`src/rtl/ub_input_feeder.sv`:
```
// Streams a run of unified-buffer input vectors into the systolic array's
// activation edge, applying a triangular per-lane skew.
module ub_input_feeder #(
  parameter int SA_DIM = 16,
  parameter int ADDR_W = 10,
  parameter int LEN_W  = 10
) (
  input  logic                     clk,
  input  logic                     rst,
  input  logic                     start,
  input  logic [ADDR_W-1:0]        base_addr,
  input  logic [LEN_W-1:0]         num_rows,
  output logic                     busy,
  output logic                     done,
  output logic                     ub_rd_input_en,
  output logic [ADDR_W-1:0]        ub_rd_input_addr_out,
  input  logic [SA_DIM-1:0][7:0]   ub_rd_input_data_in,
  output logic [SA_DIM-1:0][7:0]   sa_data_out,
  output logic [SA_DIM-1:0]        sa_valid_out
);

  localparam int DRN_W = $clog2(SA_DIM + 1);

  typedef enum logic [1:0] {
    ST_IDLE  = 2'd0,
    ST_READ  = 2'd1,
    ST_DRAIN = 2'd2,
    ST_DONE  = 2'd3
  } state_e;

  state_e                   state_q;
  logic [ADDR_W-1:0]        base_q;
  logic [LEN_W-1:0]         num_q;
  logic [LEN_W-1:0]         rd_cnt_q;
  logic [DRN_W-1:0]         drain_cnt_q;
  logic [SA_DIM-1:0][7:0]   cap_data_q;
  logic                     cap_vld_q;

  logic [ADDR_W-1:0]        rd_addr_s;
  logic                     last_rd_s;
  logic                     last_drain_s;

  // The adder is deliberately ADDR_W wide so a run crossing the top of the buffer wraps to 0.
  assign rd_addr_s    = base_q + ADDR_W'(rd_cnt_q);
  assign last_rd_s    = (rd_cnt_q == (num_q - LEN_W'(1)));
  assign last_drain_s = (drain_cnt_q == DRN_W'(SA_DIM - 1));

  assign busy                 = (state_q != ST_IDLE);
  assign done                 = (state_q == ST_DONE);
  assign ub_rd_input_en       = (state_q == ST_READ);
  assign ub_rd_input_addr_out = (state_q == ST_READ) ? rd_addr_s : {ADDR_W{1'b0}};

  // Sequencer: IDLE -> READ (N cycles) -> DRAIN (SA_DIM cycles) -> DONE -> IDLE.
  always_ff @(posedge clk or posedge rst) begin
    if (rst) begin
      state_q     <= ST_IDLE;
      base_q      <= {ADDR_W{1'b0}};
      num_q       <= {LEN_W{1'b0}};
      rd_cnt_q    <= {LEN_W{1'b0}};
      drain_cnt_q <= {DRN_W{1'b0}};
    end else begin
      case (state_q)
        ST_IDLE: begin
          if (start) begin
            if (num_rows != {LEN_W{1'b0}}) begin
              base_q   <= base_addr;
              num_q    <= num_rows;
              rd_cnt_q <= {LEN_W{1'b0}};
              state_q  <= ST_READ;
            end else begin
              state_q  <= ST_DONE;
            end
          end else begin
            state_q <= ST_IDLE;
          end
        end
        ST_READ: begin
          rd_cnt_q <= rd_cnt_q + LEN_W'(1);
          if (last_rd_s) begin
            drain_cnt_q <= {DRN_W{1'b0}};
            state_q     <= ST_DRAIN;
          end else begin
            state_q     <= ST_READ;
          end
        end
        ST_DRAIN: begin
          drain_cnt_q <= drain_cnt_q + DRN_W'(1);
          if (last_drain_s) begin
            state_q <= ST_DONE;
          end else begin
            state_q <= ST_DRAIN;
          end
        end
        ST_DONE: begin
          state_q <= ST_IDLE;
        end
        default: begin
          state_q <= ST_IDLE;
        end
      endcase
    end
  end

  // Capture stage: a cycle without a read injects a zero, invalid bubble.
  always_ff @(posedge clk or posedge rst) begin
    if (rst) begin
      cap_data_q <= '0;
      cap_vld_q  <= 1'b0;
    end else if (ub_rd_input_en) begin
      cap_data_q <= ub_rd_input_data_in;
      cap_vld_q  <= 1'b1;
    end else begin
      cap_data_q <= '0;
      cap_vld_q  <= 1'b0;
    end
  end

  for (genvar k = 0; k < SA_DIM; k++) begin : g_lane
    if (k == 0) begin : g_direct
      assign sa_data_out[k]  = cap_data_q[k];
      assign sa_valid_out[k] = cap_vld_q;
    end else begin : g_skew
      logic [7:0] sh_data_q [k];
      logic       sh_vld_q  [k];

      // Lane k trails lane 0 by k cycles through its own k-deep shift register.
      always_ff @(posedge clk or posedge rst) begin
        if (rst) begin
          for (int i = 0; i < k; i++) begin
            sh_data_q[i] <= 8'h00;
            sh_vld_q[i]  <= 1'b0;
          end
        end else begin
          sh_data_q[0] <= cap_data_q[k];
          sh_vld_q[0]  <= cap_vld_q;
          for (int i = 1; i < k; i++) begin
            sh_data_q[i] <= sh_data_q[i-1];
            sh_vld_q[i]  <= sh_vld_q[i-1];
          end
        end
      end

      assign sa_data_out[k]  = sh_data_q[k-1];
      assign sa_valid_out[k] = sh_vld_q[k-1];
    end
  end

endmodule

```
`config.mk`:
```
export PLATFORM = sky130hd
export DESIGN_NAME = ub_input_feeder
export DESIGN_NICKNAME = d
export VERILOG_FILES = /design/src/rtl/ub_input_feeder.sv
export SDC_FILE = /design/constraint.sdc
export NUM_CORES = 1
export LEC_CHECK = 0
export ABC_AREA = 1
export CAP_MARGIN = 0
export CORE_MARGIN = 3
export CORE_UTILIZATION = 45
export CTS_CLUSTER_DIAMETER = 100
export DETAILED_ROUTE_END_ITERATION = 8
export GPL_ROUTABILITY_DRIVEN = 0
export PLACE_DENSITY = 0.62
export SLEW_MARGIN = 20
export SYNTH_ARGS = -nofsm -noshare
export SYNTH_HDL_FRONTEND = slang
export SYNTH_SLANG_ARGS = --single-unit
```
`constraint.sdc`:
```
create_clock -name clk -period 116.2 [get_ports clk]
set_input_delay 23.24 -clock clk [delete_from_list [all_inputs] [get_ports clk]]
set_output_delay 23.24 -clock clk [all_outputs]
set_load 0.01 [all_outputs]
```
# --- Yosys cells after proc, flatten, opt, wreduce, memory -nomap -nowiden ---
# Cells that the tools add are included.
word_totals:
  output_inout_bits: 157
  in_bits: 151
  ff_bits: 1141
  word_cells: 190
op_classes:
  n_eq_ne: 8
  add_sub_neg: 4
  mux: 13
  reduce_logical: 8
ops:
  columns: ["op", "count"]
  rows:
  - ["two-way mux 128 bit", 1]
  - ["two-way mux 10 bit", 3]
  - ["case mux 10 bit (2 select lines)", 1]
  - ["adder 10 x 1 -> 10 bit (second input constant)", 1]
  - ["adder 10 bit", 1]
  - ["equality test 10 bit", 1]
  - ["case mux 5 bit (2 select lines)", 1]
  - ["nonzero test 10 bit", 1]
  - ["subtractor 10 x 1 -> 10 bit (second input constant)", 1]
  - ["case mux 2 bit (4 select lines)", 1]
  - ["two-way mux 2 bit", 3]
  - ["AND reduction 3 bit", 2]
  - ["nonzero test 2 bit", 3]
  - ["adder 5 x 1 -> 5 bit (second input constant)", 1]
  - ["equality test 5 x 4 -> 1 bit (second input constant)", 1]
  - ["two-way mux 5 bit", 1]
  - ["equality test 2 bit (second input constant)", 2]
  - ["inequality test 2 bit (second input constant)", 2]
  - ["equality test 2 x 1 -> 1 bit (second input constant)", 1]
  - ["zero test 2 bit", 1]
  - ["two-way mux 1 bit", 2]
  - ["inequality test 2 x 1 -> 1 bit (second input constant)", 1]
  - ["AND reduction 2 bit", 1]

# --- Longest topological paths before layout ---
depth:
  word_depth: 4
  ltp_mapped: 13
  mapped_depth_nobuf: 13

# --- Worst setup path before layout ---
# Ideal clock, no wire load.
synth_timing:
  path_type: "flip-flop to output port"
  start: "reg rd_cnt_q[0]"
  end: "out ub_rd_input_addr_out[6]"
  required_ns: 92.960
  slack_ns: 91.235
  t_arrival_ns: 1.725
  path_stages_with_launch: 10
  path_buffers: 0
  path_cell_list: "dfrtp_1 -> ha_1 -> fa_1 -> nand3_1 -> nand2_1 -> nand2_1 -> nand2_1 -> a21oi_1 -> o21ai_0 -> a21oi_1"
synth_via:
  elab_chain_cells: 2
synth_rtl:
  columns: ["element", "line_no", "rtl"]
  rows:
  - ["start, declared", "34", "logic [LEN_W-1:0] rd_cnt_q;"]
  - ["start signal, assigned", "59", "rd_cnt_q <= {LEN_W{1'b0}};"]
  - ["start signal, assigned", "68", "rd_cnt_q <= {LEN_W{1'b0}};"]
  - ["start signal, assigned", "78", "rd_cnt_q <= rd_cnt_q + LEN_W'(1);"]
  - ["adder 10 bit", "44", "assign rd_addr_s = base_q + ADDR_W'(rd_cnt_q);"]
  - ["two-way mux 10 bit", "51", "assign ub_rd_input_addr_out = (state_q == ST_READ) ? rd_addr_s : {ADDR_W{1'b0}};"]
  - ["end, declared", "16", "output logic [ADDR_W-1:0] ub_rd_input_addr_out,"]
# No other way between the ends.

# --- Worst setup path in the final report ---
layout_timing:
  start: "reg state_q[1]"
  end: "out ub_rd_input_addr_out[8]"
layout_via:
  elab_chain_cells: 2
layout_rtl:
  columns: ["element", "line_no", "rtl"]
  rows:
  - ["start, declared", "31", "state_e state_q;"]
  - ["start signal, assigned", "56", "state_q <= ST_IDLE;"]
  - ["start signal, assigned", "69", "state_q <= ST_READ;"]
  - ["start signal, assigned", "71", "state_q <= ST_DONE;"]
  - ["equality test 2 x 1 -> 1 bit", "51", null]
  - ["two-way mux 10 bit", "51", null]
# No other way between the ends.

==> out/results.ini <==
[critical_path]
critical_path_arrival_ns = 3.16
critPathLaunchType = flop
crit_path_end_kind = output port
cp_max_fo = 100
path_class = flop to output port
cp.required_ns = 92.96

[run_status]
outcome = complete, no violations

[drt]
via_count = 13400
drt_wl_total_mm = 48.6
drt_iter0_drc = 734
avgViaCountPerCell = 4.26
postRouteAntennaNets = 0
drt_first_pass_iters = 5
post-route-drc-count = 0
wl_per_cell_um = 15.4

[synthesis]
synth-seq-cells = 1141
netlist_area_um2 = 32100
synth_warnings = 0
synth.avg_cell_area_um2 = 17.4
synth_cells = 1841
synth_nets = 2006
yosysSeqAreaShare = 0.890
synth_cell_types = 32

[global_routing]
grt_pass1_vias = 14800
grt.met3_usage = 0.0339
antenna_found_initial = 3
grt_first_pass_wirelength_mm = 79.1
grt_start_max_net_pins = 227
busiest_layer = met2
grt_overflow = 0
met2_usage = 0.235
gr-usage-met1 = 0.162
grt.total_usage = 0.136

[clocking]
clock_path_buffers = 3
clk_latency_ns = 0.65
root_buffer = clkbuf_16
path_clk_slew_ns = 0.06
post_cts_buffers = 0
cts-buffers-inserted = 107
htreeDepth = 3
ctsResizeCount = 0
hold_buffers = 0
cts_tree = built
cts_sinks = 1141

[cells_and_area]
mostFrequentLayoutCells = dfrtp_1 (1141), clkdlybuf4s50_1 (307), inv_1 (173), nor2_1 (159), clkbuf_16 (108)
final_area_um2 = 39300
finalNetCount = 2290
final_common_cell = dfrtp_1
area_delta_synth_final_pct = 22.4
drive_above_1_share = 0.0966
fillerInstances = 5239

[die]
fp.dieH_um = 273
core_um2 = 70300
die_area_um2 = 74500
die_x_um = 273
start_util = 0.457
io_pins = 308
rows = 97

[timing]
timing.final.ws_setup_ns = 89.80
tns_ns = 0
hold_viol_final = 0
rsz0062_at_grt = false
finalMaxSlewViolations = 0
max-slew-margin-rel = 0.314
period_share = 0.227
setup_viol_count_final = 0
period_minus_slack_ns = 26.40
fmax_ghz = 0.0379
finClkSkew_ns = 0.0134
tightest_slew_ns = 1.03

[worst_hold_path]
hp-class = flop to flop

[place]
io_buffers = 307
postPlaceCellArea_um2 = 35400
place_ws_ns = 88.58
dp_hpwl_mm = 27.7

[power_and_ir_drop]
pwr-share-clk = 0.377
fin_total_pwr_uw = 964
seq_power_share = 0.518
power.switching_uw = 227
power.leakage_uw = 0.0183
comb_power_share = 0.106
p_int_uw = 737
switching_share = 0.236
power.density_nw_per_um2 = 24.6
peakVddDrop_uv = 22.4

[job]
drv_cap = 0

==> synth_stat cells, drive strengths merged <==
cell type / n / share of area
a21oi: 26 / 0.0041
dfrtp: 1141 / 0.89
buf: 141 / 0.032
nand3: 31 / 0.0053
nor3b: 1 / 0.00023
o21bai: 3 / 0.00070
o32ai: 1 / 0.00027
xnor2: 2 / 0.00055
xor2: 4 / 0.0011
o211ai: 1 / 0.00023
a211oi: 1 / 0.00023
or2: 3 / 0.00059
inv: 180 / 0.021
o22ai: 2 / 0.00039
nand2: 82 / 0.0098
nor2: 169 / 0.021
clkbuf: 1 / 0.00012
ha: 13 / 0.0051
nor3: 2 / 0.00062
o21ai: 30 / 0.0047
nor4: 2 / 0.00039
fa: 1 / 0.00062
nand4: 4 / 0.0012
==> area by class of cell <==
type	count	area, µm²	share of cell area
Tap cell	940	1180	0.0300
Clock inverter	50	737	0.0188
Inverter	180	686	0.0175
Multi-Input combinational cell	378	1840	0.0467
Timing Repair Buffer	317	3220	0.0819
Sequential cell	1141	28600	0.727
Clock buffer	150	3060	0.0779
Antenna cell	2	5.00	0.000127
==> through the flow <==
stage / hold slack [ns] / util / std cells
5_1_grt: 0.344 / 0.559 / 3156
6_report: 0.334 / 0.559 / 3158
3_3_place_gp: 0.331 / 0.504 / 2955
3_5_place_dp: 0.335 / 0.504 / 2955
4_1_cts: 0.334 / 0.558 / 3155
2_1_floorplan: 0.331 / - / 1841
==> power groups by stage <==
stage / clock network (µW) / registers, µW / logic (µW)
6_report: 363 / 499 / 102
5_1_grt: 393 / 508 / 113
4_1_cts: 376 / 501 / 104
3_5_place_dp: 0 / 506 / 103
3_3_place_gp: 0 / 502 / 101
2_1_floorplan: 0 / 502 / 63.0
==> worst paths after layout <==
kind / start / end / depth (start not counted) / slack [ns]
hold / removal: g_lane[12].g_skew.sh_data_q[76]$_DFF_PP0_ / g_lane[12].g_skew.sh_data_q[68]$_DFF_PP0_ / 0 / 0.33
setup / recovery: state_q[1]$_DFF_PP0_ / ub_rd_input_addr_out[8] / 5 / 89.80
setup reg to reg: state_q[0]$_DFF_PP0_ / rd_cnt_q[6]$_DFFE_PP0P_ / 6 / 113.82
hold reg to reg: g_lane[12].g_skew.sh_data_q[76]$_DFF_PP0_ / g_lane[12].g_skew.sh_data_q[68]$_DFF_PP0_ / 0 / 0.33
max in group asynchronous: rst / g_lane[11].g_skew.sh_data_q[54]$_DFF_PP0_ / 6 / 89.97
min in group asynchronous: rst / g_lane[8].g_skew.sh_data_q[47]$_DFF_PP0_ / 2 / 23.15
==> cell families after synthesis <==
| family | count (synthesis) | share of synthesized area |
|---|---|---|
| AO/OA/AOI/OAI | 64 | 0.0106 |
| XOR/XNOR | 6 | 0.00164 |
| adder cells (fa/ha/maj) | 14 | 0.00569 |
| buffers and inverters | 322 | 0.0528 |
| flip-flops | 1141 | 0.890 |
| AND/OR/NAND/NOR | 294 | 0.0393 |
==> worst max-delay path: stages (launching register included) <==
cell	delay (ns)
dfrtp_1	0.43
nor2_4	0.44
inv_4	0.30
buf_6	0.38
nor3b_1	0.31
clkdlybuf4s50_1	0.57
==> layer usage <==
| metal | share of wire | vias up |
|---|---|---|
| met5 | 0.00064 | - |
| met4 | 0.037 | 4 |
| met3 | 0.055 | 121 |
| met2 | 0.53 | 334 |
| met1 | 0.38 | 6942 |
| li1 | - | 6043 |
==> state kept, by name, indices dropped and copies added (netlist names), 5 cells and up <==
signal and cells:
g_lane.g_skew.sh_data_q 848, cap_data_q 120, sa_data_out 120, g_lane.g_skew.sh_vld_q 12, base_q 10, num_q 10
rd_cnt_q 10, drain_cnt_q 5
No activity file was read; power rests on OpenSTA's default activity.
